`config.mk`:
```
export PLATFORM = sky130hd
export DESIGN_NAME = mem_access_unit
export DESIGN_NICKNAME = d
export VERILOG_FILES = /design/src/rtl/mem_access_unit.sv
export SDC_FILE = /design/constraint.sdc
export NUM_CORES = 1
export LEC_CHECK = 0
export BUFFER_PORTS_ARGS = -buffer_cell sky130_fd_sc_hd__buf_2
export CORE_MARGIN = 2
export CORE_UTILIZATION = 35
export DETAILED_ROUTE_END_ITERATION = 8
export RECOVER_POWER = 50
export SLEW_MARGIN = 20
export SYNTH_ARGS = -nofsm -noshare
export SYNTH_HDL_FRONTEND = slang
export SYNTH_SLANG_ARGS = --single-unit
export TNS_END_PERCENT = 100
```
`constraint.sdc`:
```
create_clock -name clk -period 2.75 [get_ports clk]
set_input_delay 0 -clock clk [delete_from_list [all_inputs] [get_ports clk]]
set_output_delay 0 -clock clk [all_outputs]
set_load 0.01 [all_outputs]
```
`src/rtl/mem_access_unit.sv`:
```
// MEM-stage data-memory access unit: req/gnt/rvalid bus handshake, byte-lane steering, LL/SC reservation.
// Optional build macro MEM_MISALIGN_TRAP_EN: misaligned accesses complete locally with misalign=1.
module mem_access_unit #(
    parameter int unsigned DATA_W    = 32,
    parameter int unsigned ADDR_W    = 32,
    parameter int unsigned RESV_GRAN = 2
) (
    input  logic                  clk,
    input  logic                  rst_n,
    input  logic                  pipe_stall,
    input  logic                  mem_read,
    input  logic                  mem_write,
    input  logic [1:0]            m_size,
    input  logic                  atomic,
    input  logic                  zero_ext,
    input  logic [ADDR_W-1:0]     addr,
    input  logic [DATA_W-1:0]     rt_data,
    output logic                  arb_req,
    input  logic                  arb_gnt,
    output logic [ADDR_W-1:0]     arb_addr,
    output logic [DATA_W/8-1:0]   arb_we,
    output logic [DATA_W-1:0]     arb_wdata,
    input  logic                  arb_rvalid,
    input  logic [DATA_W-1:0]     arb_rdata,
    input  logic                  snoop_valid,
    input  logic [ADDR_W-1:0]     snoop_addr,
    output logic                  mem_busy,
    output logic                  wb_valid,
    output logic [DATA_W-1:0]     load_data,
    output logic                  sc_success,
    output logic                  misalign
);

    localparam int unsigned NB_W   = DATA_W / 8;
    localparam int unsigned OFF_W  = $clog2(NB_W);
    localparam int unsigned GRAN_W = ADDR_W - RESV_GRAN;
`ifdef MEM_MISALIGN_TRAP_EN
    localparam bit TRAP_EN = 1'b1;
`else
    localparam bit TRAP_EN = 1'b0;
`endif

    typedef enum logic [1:0] {
        IDLE = 2'd0,
        REQ  = 2'd1,
        WAIT = 2'd2,
        DONE = 2'd3
    } state_t;

    state_t state_q, state_d;

    logic              access_c;
    logic              is_sc_c;
    logic              sc_pass_c;
    logic              misalign_c;
    logic              skip_bus_c;
    logic              ld_cap_c;
    logic              sc_done_c;
    logic [1:0]        size_c;
    logic [OFF_W-1:0]  off_raw_c;
    logic [OFF_W-1:0]  size_mask_c;
    logic [OFF_W-1:0]  off_c;
    logic [NB_W-1:0]   lane_c;
    logic [GRAN_W-1:0] addr_gran_c;
    logic [GRAN_W-1:0] snoop_gran_c;
    logic              snoop_unused_c;

    logic [1:0]        size_q;
    logic              zext_q;
    logic              is_load_q;
    logic              is_sc_q;
    logic              is_ll_q;
    logic [OFF_W-1:0]  off_q;
    logic [GRAN_W-1:0] req_gran_q;
    logic              resv_valid_q;
    logic [GRAN_W-1:0] resv_gran_q;

    // Select the addressed field of a read beat and sign/zero-extend it
    function automatic logic [DATA_W-1:0] extract(input logic [DATA_W-1:0] raw,
                                                  input logic [OFF_W-1:0]  off,
                                                  input logic [1:0]        size,
                                                  input logic              zext);
        logic [DATA_W-1:0] sh;
        logic [DATA_W-1:0] mask;
        logic              sign;
        sh = raw >> {off, 3'b000};
        case (size)
            2'b00:   begin mask = DATA_W'(8'hFF);         sign = sh[7];        end
            2'b01:   begin mask = DATA_W'(16'hFFFF);      sign = sh[15];       end
            2'b10:   begin mask = DATA_W'(32'hFFFF_FFFF); sign = sh[31];       end
            default: begin mask = '1;                     sign = sh[DATA_W-1]; end
        endcase
        return (sh & mask) | ((!zext && sign) ? ~mask : '0);
    endfunction

    // Request decode: effective size, lane offset, alignment and SC outcome
    always_comb begin
        access_c = mem_read | mem_write;
        is_sc_c  = mem_write & atomic & ~mem_read;
        size_c   = (DATA_W == 32 && m_size == 2'b11) ? 2'b10 : m_size;
        off_raw_c = addr[OFF_W-1:0];
        case (size_c)
            2'b00:   begin size_mask_c = '0;        lane_c = NB_W'(1);     end
            2'b01:   begin size_mask_c = OFF_W'(1); lane_c = NB_W'(3);     end
            2'b10:   begin size_mask_c = OFF_W'(3); lane_c = NB_W'(15);    end
            default: begin size_mask_c = OFF_W'(7); lane_c = NB_W'(8'hFF); end
        endcase
        misalign_c   = |(off_raw_c & size_mask_c);
        off_c        = TRAP_EN ? off_raw_c : (off_raw_c & ~size_mask_c);
        addr_gran_c  = addr[ADDR_W-1:RESV_GRAN];
        snoop_gran_c = snoop_addr[ADDR_W-1:RESV_GRAN];
        snoop_unused_c = ^snoop_addr[RESV_GRAN-1:0];
        sc_pass_c    = resv_valid_q && (resv_gran_q == addr_gran_c);
        skip_bus_c   = (TRAP_EN && misalign_c) || (is_sc_c && !sc_pass_c);
    end

    // Next state, stall request and capture strobes
    always_comb begin
        state_d   = state_q;
        mem_busy  = 1'b0;
        ld_cap_c  = 1'b0;
        sc_done_c = 1'b0;
        case (state_q)
            IDLE: begin
                if (access_c) begin
                    mem_busy = 1'b1;
                    if (skip_bus_c) begin
                        state_d   = DONE;
                        sc_done_c = is_sc_c;
                    end else begin
                        state_d = REQ;
                    end
                end
            end
            REQ: begin
                mem_busy = 1'b1;
                if (arb_gnt) begin
                    if (is_load_q) begin
                        if (arb_rvalid) begin
                            state_d  = DONE;
                            ld_cap_c = 1'b1;
                        end else begin
                            state_d = WAIT;
                        end
                    end else begin
                        state_d   = DONE;
                        sc_done_c = is_sc_q;
                    end
                end
            end
            WAIT: begin
                mem_busy = 1'b1;
                if (arb_rvalid) begin
                    state_d  = DONE;
                    ld_cap_c = 1'b1;
                end
            end
            DONE: begin
                if (!pipe_stall) begin
                    state_d = IDLE;
                end
            end
            default: state_d = IDLE;
        endcase
    end

    // State register, bus request registers and result registers
    always_ff @(posedge clk or negedge rst_n) begin
        if (!rst_n) begin
            state_q    <= IDLE;
            arb_req    <= 1'b0;
            arb_addr   <= '0;
            arb_we     <= '0;
            arb_wdata  <= '0;
            wb_valid   <= 1'b0;
            load_data  <= '0;
            sc_success <= 1'b0;
            size_q     <= '0;
            zext_q     <= 1'b0;
            is_load_q  <= 1'b0;
            is_sc_q    <= 1'b0;
            is_ll_q    <= 1'b0;
            off_q      <= '0;
            req_gran_q <= '0;
        end else begin
            state_q  <= state_d;
            arb_req  <= (state_d == REQ);
            wb_valid <= (state_d == DONE);
            if (state_q == IDLE && access_c) begin
                arb_addr   <= {addr[ADDR_W-1:OFF_W], OFF_W'(0)};
                arb_we     <= (mem_write && !mem_read && !skip_bus_c) ? (lane_c << off_c) : '0;
                arb_wdata  <= rt_data << {off_c, 3'b000};
                size_q     <= size_c;
                zext_q     <= zero_ext;
                is_load_q  <= mem_read;
                is_sc_q    <= is_sc_c;
                is_ll_q    <= mem_read & atomic;
                off_q      <= off_c;
                req_gran_q <= addr_gran_c;
                sc_success <= 1'b0;
                if (TRAP_EN && misalign_c) begin
                    load_data <= '0;
                end
            end
            if (ld_cap_c) begin
                load_data <= extract(arb_rdata, off_q, size_q, zext_q);
            end
            if (state_q == REQ && arb_gnt && is_sc_q) begin
                sc_success <= 1'b1;
            end
        end
    end

    // LL/SC reservation; a matching snoop beats a same-cycle LL capture
    always_ff @(posedge clk or negedge rst_n) begin
        if (!rst_n) begin
            resv_valid_q <= 1'b0;
            resv_gran_q  <= '0;
        end else if (sc_done_c) begin
            resv_valid_q <= 1'b0;
        end else if (ld_cap_c && is_ll_q) begin
            resv_gran_q  <= req_gran_q;
            resv_valid_q <= !(snoop_valid && snoop_gran_c == req_gran_q);
        end else if (snoop_valid && resv_valid_q && snoop_gran_c == resv_gran_q) begin
            resv_valid_q <= 1'b0;
        end
    end

`ifdef MEM_MISALIGN_TRAP_EN
    logic misalign_q;

    always_ff @(posedge clk or negedge rst_n) begin
        if (!rst_n) begin
            misalign_q <= 1'b0;
        end else if (state_q == IDLE && access_c) begin
            misalign_q <= misalign_c;
        end
    end

    assign misalign = misalign_q;
`else
    assign misalign = 1'b0;
`endif

endmodule

```
# [Yosys cells after proc, flatten, opt, wreduce, memory -nomap -nowiden]
# Index checks and enable logic that the tools add are counted.
[word_totals] reg_bits=142 input_bits=140 out_inout_bits=105 wordCells=98
[op_classes] eq_ne=11 shifts=3 n_mux=33 bitwise=11 n_reduce_logical=24
[op_table] operator="== test 30 bit" count=3
[op_table] operator="2-to-1 mux 32 bit" count=2
[op_table] operator="one-hot mux 32 bit (2 select lines)" count=1
[op_table] operator="bitwise AND 32 bit" count=1
[op_table] operator="NOT 32 bit" count=1
[op_table] operator="OR 32 bit" count=1
[op_table] operator="left shift 32 x 5 -> 32 bit" count=1
[op_table] operator="right shift 32 x 5 -> 32 bit" count=1
[op_table] operator="2-to-1 mux 1 bit" count=15
[op_table] operator="2-to-1 mux 2 bit" count=7
[op_table] operator="logical AND 1 bit" count=12
[op_table] operator="== test 2 x 1 -> 1 bit (second input constant)" count=4
[op_table] operator="== test 2 bit (second input constant)" count=4
[op_table] operator="one-hot mux 1 bit (2 select lines)" count=4
[op_table] operator="one-hot mux 2 bit (4 select lines)" count=1
[op_table] operator="one-hot mux 4 bit (2 select lines)" count=1
[op_table] operator="logical NOT 2 bit" count=3
[op_table] operator="logical NOT 1 bit" count=5
[op_table] operator="2-to-1 mux 4 bit" count=1
[op_table] operator="one-hot mux 2 bit (2 select lines)" count=1
[op_table] operator="left shift 4 x 2 -> 4 bit" count=1
[op_table] operator="bitwise AND 1 bit" count=3
[op_table] operator="nonzero test 3 bit" count=1
[op_table] operator="bitwise AND 2 bit" count=1
[op_table] operator="other kinds (6)" count=7

# [Logic depth before layout (Yosys ltp)]
# Gate-level depths: netlist of run 1.
[depth] depth_word=9 mapped_depth=10 ltp_nobuf=8

# [Worst setup path before layout of run 1]
# No wires, ideal clock.
[synth_path] path_type="register to register" startpoint="register resv_gran_q[3]" endpoint="register resv_gran_q[0]" setup_time_ps=125 arrival_ps=2017 t_required_ps=2625 path_slack_ps=608 path_stages_with_launch=8 path_buffers=1 synth_period_minus_slack_ps=2142 cell_sequence="dfrtp_1 xnor2_1 nand4_1 or4_4 o21ai_4 nand4_4 buf_6 mux2_4"
[synth_via] elab_chain_cells=9
[synth_lines] element="start, declared" line="76" text="logic [GRAN_W-1:0] resv_gran_q;"
[synth_lines] element="start signal, assigned" line="222" text="resv_gran_q <= req_gran_q;"
[synth_lines] element="== test 30 bit" line="113" text="sc_pass_c = resv_valid_q && (resv_gran_q == addr_gran_c);"
[synth_lines] element="logical AND 1 bit" line="113"
[synth_lines] element="logical NOT 1 bit" line="114" text="skip_bus_c = (TRAP_EN && misalign_c) || (is_sc_c && !sc_pass_c);"
[synth_lines] element="logical AND 1 bit" line="114"
[synth_lines] element="2-to-1 mux 1 bit" line="127" text="if (skip_bus_c) begin"
[synth_lines] element="2-to-1 mux 1 bit" line="125" text="if (access_c) begin"
[synth_lines] element="one-hot mux 1 bit (2 select lines)" line="123" text="case (state_q)"
[synth_lines] element="NOT 1 bit (no line)"
[synth_lines] element="AND reduction 2 bit (no line)"
# Every way passes these cells.
# A chain may end at the register's enable or synchronous reset.

# [Worst setup path after layout of run 1]
[layout_path] startpoint="register state_q[0]" endpoint="register arb_wdata[21]"
[layout_via] elab_chain_cells=2
[layout_lines] element="start, declared" line="50" text="state_t state_q, state_d;"
[layout_lines] element="start signal, assigned" line="186" text="state_q <= state_d;"
[layout_lines] element="logical NOT 2 bit" line="189" text="if (state_q == IDLE && access_c) begin"
[layout_lines] element="logical AND 1 bit" line="189"
[layout_lines] element="end signal, assigned" line="192" text="arb_wdata <= rt_data << {off_c, 3'b000};"
[layout_lines] element="end, declared" line="22" text="output logic [DATA_W-1:0] arb_wdata,"
# Every way passes these cells.

==> results.py, run 1 <==
metrics = {
    "run_status": {
        "outcome": "complete, but fails checks",
        "failed_checks": "capacitance limit",
    },
    "pwr": {
        "seq_power_share": 0.366,
        "power.density_nw_per_um2": 1010,
        "irDropWorstVdd_uv": 512,
        "total_power_mw": 10.6,
        "proportion_of_power_drawn_by_the_clock_network": 0.209,
        "power.leakage_nw": 4.90,
        "intPower_mw": 6.25,
        "pwr-share-comb": 0.424,
        "switching_share": 0.410,
        "switching_power_mw": 4.35,
    },
    "worst_hold_path": {
        "holdCritPathClass": "input pin to register",
        "hold_depth": 4,
        "hold_end": "load_data[1]",
        "hold_start": "arb_rdata[9]",
    },
    "setup_path": {
        "endpoint_kind": "register",
        "path_buf_inv": 3,
        "rr_startpoint": "state_q[0]",
        "startpoint_type": "register",
        "worstSetupPathType": "register to register",
        "reg2reg_setup_slack_ns": 0.26,
        "r2r-end": "arb_wdata[21]",
        "timing.critical_path.max_delay_family": "buffers and inverters",
        "cp_cell_sequence": "inv_1 > ha_1 > o21a_1 > o21ai_2 > buf_4 > a21oi_1 > dlygate4sd3_1 > a221o_1",
        "r2r.worst_path.cells": 8,
        "critPathMaxFanout": 26,
        "arrival_ns": 2.80,
        "worst-endpoint-required_ns": 3.06,
        "critical-path-slowest-cell": "dlygate4sd3_1",
        "worst_path_largest_cell_delay_ns": 0.58,
    },
    "grt": {
        "grt_pass1_wl_mm": 37.3,
        "grt_pass1_vias": 6885,
        "grt.overflow.total": 0,
        "antenna_found_initial": 1,
        "grt_util_all_layers": 0.215,
        "grt_max_degree": 78,
    },
    "timing": {
        "timing.final.max_slew_violations": 0,
        "fin_crit_sh": 0.905,
        "totalNegativeSetupSlack_ns": 0,
        "final_hold_viol_count": 0,
        "smallest_setup_slack_after_layout_ns": 0.263,
        "largest_clock_skew_in_the_final_design_ns": 0.0139,
        "layout_min_cycle_time_ns": 2.49,
        "fin_hold_ws_ns": 0.0134,
        "unrepaired_setup_endpoints_after_global_routing": "no",
        "tightestPinTransition_ns": 1.50,
        "final_setup_violating_endpoints": 0,
        "max_freq_mhz": 402,
        "slew_headroom": 0.00291,
    },
    "logic_synthesis": {
        "synth_async_sr_flop_share": 1.00,
        "post_synth_instance_area_um2": 7500,
        "yosys_register_bits": 142,
        "netlist_top_cells_area": "dfrtp_1, nand2_1, xnor2_1",
        "avgSynthCellArea_um2": 9.81,
        "yosys.area.top_type": "dfrtp_1",
        "seq_area_frac_synth": 0.474,
        "ys.flop_type": "dfrtp_1",
        "synth-edff-count": 0,
        "synth.top_cell.area_share": 0.474,
        "postSynthCellCount": 764,
        "synth.lib_cells_used.distinct": 45,
        "yosysWarnings": 0,
    },
    "run": {
        "drv.max_cap_violation_count": 1,
    },
    "clock_network": {
        "clock_latency_at_the_later_pin_of_the_worst_skew_pair_ns": 0.43,
        "cts_max_level": 4,
        "cts_made_buffers": 17,
        "cts.repair.resized": 0,
        "clk_root_buffer_cell": "clkbuf_16",
        "cts_num_sinks": 142,
        "clock_pin_slew_on_the_worst_setup_and_hold_paths_ns": 0.07,
        "clock_path_buffers": 2,
        "cts_tree": "built",
    },
    "place": {
        "buffer_ports.inserted": 239,
        "place_area_um2": 9020,
        "place_hpwl_mm": 17.0,
        "place.gp.congestion": 0.848,
        "pre_cts_slack_ns": 0.352,
    },
    "route": {
        "routedWlPerCell_um": 17.6,
        "drc": 0,
        "antenna_left": 0,
        "postRouteWirelength_mm": 24.4,
        "drt-initial-drc-count": 348,
        "detail_route.vias_per_cell": 5.05,
        "drt_pre_antenna_iters": 5,
        "overall_via_count_from_detail_route": 6998,
    },
    "floorplan": {
        "total_number_of_placement_rows": 53,
        "design.die.area_um2": 22600,
        "die_h_um": 150,
        "start_util": 0.357,
        "core-area_um2": 21000,
        "die_x_um": 150,
        "io_pins": 245,
    },
    "finish": {
        "syn_to_final_growth_pct": 39.8,
        "fillers": 1987,
        "layout-drive-gt1-share": 0.223,
        "num-nets-final": 1242,
        "mostFrequentLayoutCells": "nand2_1, buf_2, dfrtp_1",
        "layout_commonest_cell": "nand2_1",
        "final_cell_area_um2": 10500,
    },
}
[area by class of cell]
class / instances / area, um^2 / area share
multi-input cells: 577 / 3750 / 0.358
flip-flops and latches: 142 / 3550 / 0.339
repair buffers: 356 / 2250 / 0.215
clock buffers: 18 / 439 / 0.0419
well taps: 275 / 344 / 0.0328
clock inverters: 14 / 121 / 0.0116
inverters: 4 / 15.0 / 0.00143
diodes: 1 / 2.50 / 0.000239
[layer usage]
metal | share of wire | GRT usage | vias up
li1 | - | - | 3311
met1 | 0.45 | 0.291 | 3408
met2 | 0.48 | 0.350 | 249
met3 | 0.056 | 0.0406 | 30
met4 | 0.016 | 0.0646 | 0
met5 | 0 | 0 | -
[logic make-up (layout without fill, tap and decap cells)]
group	Yosys count	count (layout)	synth area share
AOI/OAI and AO/OA	138	138	0.118
xor gates and xnor gates	90	90	0.105
adders and majority gates	4	4	0.00668
buffers and inverters	47	392	0.0282
DFF	142	142	0.474
muxes	63	63	0.105
other	1	4	0.000500
and+or+nand+nor	279	279	0.162
[synth_stat cells (all sizes together) (3+ instances only)]
master,count
nand2,200
a31oi,9
a221o,8
clkbuf,27
o21ai,41
mux2,38
nor4,10
a21oi,34
dfrtp,142
nor2,18
nor3,3
ha,4
and3,3
buf,16
o211ai,16
inv,4
xnor2,67
nand4,26
xor2,23
a22o,10
o21a,10
or4,3
nand3,6
mux2i,25
[metrics by stage]
stage / util / instances
2_1_floorplan: - / 766
3_3_place_gp: 0.429 / 1252
3_5_place_dp: 0.429 / 1252
4_1_cts: 0.504 / 1386
5_1_grt: 0.499 / 1387
6_report: 0.499 / 1387
[sequential cells by signal, indices dropped and copies added (netlist names)]
signal	count
arb_addr	30
arb_req	1
arb_wdata	32
arb_we	4
is_ll_q	1
is_load_q	1
is_sc_q	1
load_data	32
off_q	2
resv_gran_q	30
resv_valid_q	1
sc_success	1
size_q	2
state_q	2
wb_valid	1
zext_q	1
[worst register-to-register path, cell delays in order, from the launching register on]
cell and delay [ns]:
dfrtp_1 0.45, inv_1 0.09, ha_1 0.34, o21a_1 0.18
o21ai_2 0.07, buf_4 0.32, a21oi_1 0.08, dlygate4sd3_1 0.58
a221o_1 0.27
[worst max-delay path by stage]
| stage | start | end | slack, ns | depth (start not counted) |
|---|---|---|---|---|
| after global routing | state_q[0] | arb_wdata[21] | 0.09 | 8 |
| after CTS | state_q[0] | arb_wdata[17] | 0.27 | 8 |
| after floorplan | resv_gran_q[3] | resv_gran_q[0] | 0.61 | 7 |
| final | state_q[0] | arb_wdata[21] | 0.26 | 8 |
| after detailed placement | resv_gran_q[9] | resv_gran_q[10] | 0.35 | 7 |
| after global placement | resv_gran_q[1] | resv_gran_q[11] | 0.38 | 7 |
[timing repair]
| item | 4_1_cts | 5_1_grt |
|---|---|---|
| endpoints found under the setup margin | 0 | 0 |
| hold buffers | 102 | 0 |
| setup buffers | 0 | 0 |
| endpoints found under the hold margin | 143 | 0 |
[power groups by stage]
stage	sequential, mW	combinational, mW	clock [mW]
detailed placement	3.89	4.47	0
global placement	3.86	4.41	0
CTS	3.86	4.67	2.28
floorplan	4.01	2.57	0
global route	4.01	4.98	2.37
finish	3.88	4.50	2.22
Note: power is estimated with default switching activity, not from simulation.
==> run 2: changes to the inputs <==
- BUFFER_PORTS_ARGS: -buffer_cell sky130_fd_sc_hd__buf_2 -> -buffer_cell sky130_fd_sc_hd__buf_4
- GPL_TIMING_DRIVEN: not set -> 0
- SLEW_MARGIN: 20 -> not set
==> run 2 against run 1 <==
- the flow still finishes with violations (capacitance limit)
- via count fell by 0.17%
- worst hold slack got worse by 0.010 ns
- core utilization grew 2.0 points
==> results.py, run 2 (synthesized netlist as in run 1, its figures left out) <==
metrics = {
    "pwr": {
        "power.density_nw_per_um2": 1030,
        "irDropWorstVdd_uv": 426,
        "power.leakage_nw": 4.96,
    },
    "floorplan": {
        "total_number_of_placement_rows": 53,
        "die_h_um": 150,
        "core-area_um2": 21000,
        "io_pins": 245,
        "start_util": 0.357,
        "die_x_um": 150,
        "design.die.area_um2": 22600,
    },
    "place": {
        "buffer_ports.inserted": 239,
        "place_area_um2": 9670,
        "place_hpwl_mm": 19.0,
        "place.detailed.instances": 1281,
        "place.gp.congestion": 0.866,
    },
    "worst_hold_path": {
        "holdCritPathClass": "input pin to register",
        "hold_start": "arb_rdata[10]",
    },
    "setup_path": {
        "r2r-end": "load_data[6]",
        "arrival_ns": 2.89,
        "r2r.worst_path.cells": 6,
        "critPathMaxFanout": 10,
        "timing.critical_path.to": "load_data[6]",
        "worstSetupPathType": "register to register",
        "endpoint_kind": "register",
        "worst-endpoint-required_ns": 3.06,
        "startpoint_type": "register",
        "rr_startpoint": "off_q[0]",
        "critical_path.startpoint": "off_q[0]",
        "reg2reg_setup_slack_ns": 0.17,
    },
    "finish": {
        "layout_commonest_cell": "nand2_1",
        "syn_to_final_growth_pct": 45.3,
        "antenna_cells": 0,
        "post_route_core_utilization": 0.518,
        "final_cells": 1403,
        "layout-drive-gt1-share": 0.203,
        "num-nets-final": 1259,
        "area.sequential_um2": 3550,
        "fillers": 2003,
        "mostFrequentLayoutCells": "nand2_1, dfrtp_1, buf_4",
        "multi_input_gate_area_um2": 3760,
        "final_cell_area_um2": 10900,
        "biggestRegsByFlops": "arb_wdata: 32 flops, load_data: 32 flops",
    },
    "clock_network": {
        "cts_tree": "built",
        "cts_made_buffers": 17,
        "clock_path_buffers": 2,
        "buffers_inserted_during_post_cts_setup_optimization": 0,
        "cts_num_sinks": 142,
        "clock_pin_slew_on_the_worst_setup_and_hold_paths_ns": 0.07,
        "clock_latency_at_the_later_pin_of_the_worst_skew_pair_ns": 0.42,
        "clk_root_buffer_cell": "clkbuf_16",
        "cts_max_level": 4,
    },
    "timing": {
        "totalNegativeSetupSlack_ns": 0,
        "slew_headroom": 0.00314,
        "fin_crit_sh": 0.939,
        "unrepaired_setup_endpoints_after_global_routing": "no",
        "layout_min_cycle_time_ns": 2.58,
        "final_hold_viol_count": 0,
        "timing.final.max_slew_violations": 0,
        "tightestPinTransition_ns": 1.50,
        "max_freq_mhz": 387,
        "largest_clock_skew_in_the_final_design_ns": 0.0144,
        "final_setup_violating_endpoints": 0,
    },
    "run": {
        "drv.max_cap_violation_count": 1,
    },
    "route": {
        "drt-initial-drc-count": 313,
        "drt_pre_antenna_iters": 5,
        "routedWlPerCell_um": 18.4,
        "detail_route.vias_per_cell": 4.98,
        "drc": 0,
        "antenna_left": 0,
        "overall_via_count_from_detail_route": 6986,
        "postRouteWirelength_mm": 25.8,
    },
    "grt": {
        "grt_pass1_vias": 7192,
        "grt_pass1_wl_mm": 39.4,
        "grt.overflow.total": 0,
        "grt_util_all_layers": 0.228,
        "antenna_found_initial": 0,
        "grt_max_degree": 90,
    },
    "run_status": {
        "failed_checks": "capacitance limit",
        "outcome": "complete, but fails checks",
    },
}
## run 2: layout make-up
class,instances,area share
Multi-Input combinational cell,577,0.345
Sequential cell,142,0.326
Timing Repair Buffer,331,0.216
Clock buffer,19,0.0416
Tap cell,275,0.0316
Clock inverter,13,0.0206
Buffer,42,0.0180
Inverter,4,0.00138
## run 2: timing repair
item | CTS | global route
hold buffers | 91 | 0
pin swaps | 0 | 0
endpoints found under the setup margin | 24 | 54
resized for setup | 3 | 7
hold endpoints to repair | 141 | 0
## run 2: how the worst min path moves through the flow
stage                         to  slack [ns]  cells after the start
floorplan           arb_addr[10]       -0.30                      0
global placement          zext_q        0.20                      3
detailed placement  arb_addr[29]       0.009                      1
CTS                 load_data[2]       0.004                      4
global route        load_data[3]        0.01                      4
finish              load_data[2]       0.003                      4
## run 2: where the power goes
part | switching [mW] | internal (mW)
Sequential | 0.813 | 3.02
Clock | 0.998 | 1.69
Combinational | 2.66 | 2.00
## run 2: metal layers
layer / vias up / global-route usage / share of wire
met5: - / 0 / 0
met4: 0 / 0.0538 / 0.010
met3: 20 / 0.0433 / 0.059
met2: 214 / 0.370 / 0.48
met1: 3417 / 0.315 / 0.45
li1: 3335 / - / -
## run 2: worst max-delay path: stages (launching register included)
cell	delay, ns
dfrtp_1	0.32
clkbuf_1	0.38
clkbuf_1	0.57
mux2_2	0.40
dlygate4sd3_1	0.55
o211ai_1	0.18
nand2_1	0.07
## run 2: per-stage QoR
stage                     worst slack (ns)  hold WS, ns  power (mW)
after floorplan                      0.608       -0.296        6.59
final                                0.168      0.00314        11.2
after detailed placement            -0.354      0.00946        8.90
after CTS                           0.0395      0.00442        11.7
after global routing                0.0467       0.0133        11.9
after global placement              -0.339        0.201        8.82
==> run 3: changes to the inputs <==
- PLACE_DENSITY: not set -> 0.59
- clock period: 2.75 -> 3 ns (I/O delays scaled with it)
==> run 3 against run 2 <==
- the run now ends clean
- global-route usage grew 0.14 points
- die area is the same
- largest cell class unchanged
- critical path type unchanged
- critical endpoint is now arb_we[0]
- flip-flop and latch count is the same
- clock power shrank 24%
- via count shrank 0.21%
==> results.py, run 3 (synthesized netlist as in run 1, its figures left out) <==
metrics = {
    "floorplan": {
        "io_pins": 245,
        "die_x_um": 150,
        "start_util": 0.357,
        "design.die.area_um2": 22600,
        "die_h_um": 150,
        "core-area_um2": 21000,
        "total_number_of_placement_rows": 53,
    },
    "route": {
        "postRouteWirelength_mm": 25.8,
        "detail_route.vias_per_cell": 4.97,
        "antenna_left": 0,
        "drt_pre_antenna_iters": 5,
        "drt-initial-drc-count": 409,
        "overall_via_count_from_detail_route": 6971,
        "routedWlPerCell_um": 18.4,
        "drc": 0,
    },
    "setup_path": {
        "critPathMaxFanout": 10,
        "worst_path_largest_cell_delay_ns": 0.49,
        "crit_top_cell": "clkbuf_1",
        "rr_startpoint": "state_q[0]",
        "endpoint_kind": "register",
        "startpoint_type": "register",
        "critical-path-slowest-cell": "nor2_2",
        "r2r.worst_path.cells": 8,
        "arrival_ns": 3.03,
        "r2r-end": "arb_we[0]",
        "reg2reg_setup_slack_ns": 0.32,
        "cp_cell_sequence": "inv_1 > ha_1 > clkbuf_1 > o21a_1 > clkbuf_1 > o21ai_2 > nor2_2 > a32o_1",
        "worstSetupPathType": "register to register",
        "worst-endpoint-required_ns": 3.35,
    },
    "grt": {
        "grt.met2_usage": 0.374,
        "grt_max_degree": 89,
        "grt.met3_usage": 0.0470,
        "antenna_found_initial": 0,
        "grt_pass1_wl_mm": 39.6,
        "grt_use_met1": 0.310,
        "gr-max-usage-layer": "met2",
        "grt_util_all_layers": 0.229,
        "grt.overflow.total": 0,
        "grt_pass1_vias": 7230,
    },
    "finish": {
        "num-nets-final": 1260,
        "syn_to_final_growth_pct": 43.6,
        "layout_commonest_cell": "nand2_1",
        "layout-drive-gt1-share": 0.200,
        "antenna_cells": 0,
        "mostFrequentLayoutCells": "nand2_1, buf_4, dfrtp_1",
        "biggestRegsByFlops": "arb_wdata: 32 flops, load_data: 32 flops",
        "final_cells": 1404,
    },
    "place": {
        "buffer_ports.inserted": 239,
        "place.detailed.instances": 1281,
        "place_hpwl_mm": 19.0,
        "pre_cts_slack_ns": -0.181,
        "place.gp.congestion": 0.848,
    },
    "timing": {
        "max_freq_mhz": 374,
        "largest_clock_skew_in_the_final_design_ns": 0.0135,
        "tightestPinTransition_ns": 1.37,
        "fin_crit_sh": 0.892,
        "smallest_setup_slack_after_layout_ns": 0.323,
        "layout_min_cycle_time_ns": 2.68,
        "slew_headroom": 0.0895,
        "timing.final.max_slew_violations": 0,
        "final_setup_violating_endpoints": 0,
        "unrepaired_setup_endpoints_after_global_routing": "no",
        "final_hold_viol_count": 0,
    },
    "worst_hold_path": {
        "hold_depth": 4,
        "hold_end": "load_data[0]",
        "hold_start": "arb_rdata[8]",
        "holdCritPathClass": "input pin to register",
    },
    "clock_network": {
        "cts_num_sinks": 142,
        "clock_pin_slew_on_the_worst_setup_and_hold_paths_ns": 0.07,
        "cts_max_level": 4,
        "clk_root_buffer_cell": "clkbuf_16",
        "cts_made_buffers": 17,
        "clock_path_buffers": 2,
        "clock_latency_at_the_later_pin_of_the_worst_skew_pair_ns": 0.42,
        "cts_tree": "built",
    },
    "run": {
        "drv.max_cap_violation_count": 0,
    },
    "pwr": {
        "irDropWorstVdd_uv": 403,
        "power.leakage_nw": 4.89,
        "power.density_nw_per_um2": 914,
        "total_power_mw": 9.84,
    },
    "run_status": {
        "outcome": "completed",
    },
}
## run 3: worst max path at each step
stage                        start             end  depth (start not counted)
floorplan           resv_gran_q[3]  resv_gran_q[0]                          7
global placement        state_q[0]       arb_we[0]                          8
detailed placement      state_q[0]       arb_we[0]                          8
CTS                     state_q[0]       arb_we[0]                          8
global route                 rst_n    arb_wdata[1]                          3
finish                  state_q[0]       arb_we[0]                          8
## run 3: repair_timing
action,CTS,global route
setup endpoints to repair,9,27
hold buffers,91,0
hold endpoints to repair,142,0
setup buffers,0,0
gates resized for setup,1,2
pin swaps,0,0
## run 3: metal layers
layer / vias up / wire, um
met5: - / 0
met2: 232 / 12400
met3: 32 / 1510
met4: 0 / 424
met1: 3371 / 11500
li1: 3336 / -
## run 3: stage by stage
| stage | utilization | cell area, um^2 | hold WS, ns | setup TNS [ns] |
|---|---|---|---|---|
| CTS | 0.531 | 11200 | 0.00145 | 0 |
| finish | 0.512 | 10800 | 0.0149 | 0 |
| detailed placement | 0.460 | 9670 | -0.00221 | -1.23 |
| global route | 0.512 | 10800 | 0.00938 | 0 |
| global placement | 0.459 | 9640 | 0.199 | -1.08 |
| floorplan | - | 7500 | -0.296 | 0 |
## run 3: final cells by class
class	count	area (um^2)
fill	2034	10300
multi-input combinational	577	3750
sequential	142	3550
timing repair buffer	331	2340
clock buffer	18	429
tap	275	344
buffer	43	196
clock inverter	14	138
inverter	4	15.0
## run 3: power by group
part / internal (mW) / switching, mW / total [mW]
clock network: 1.16 / 0.897 / 2.05
registers: 2.77 / 0.742 / 3.51
logic: 1.83 / 2.44 / 4.28
total: 5.76 / 4.08 / 9.84
## run 3: critical path: cells and delay by family, from the launching register on
kind,cells,cell delay (ns)
AND/OR/NAND/NOR,1,0.49
buffers and inverters,3,0.84
AO/OA/AOI/OAI,3,0.70
adder cells (fa/ha/maj),1,0.15
flip-flops,1,0.44
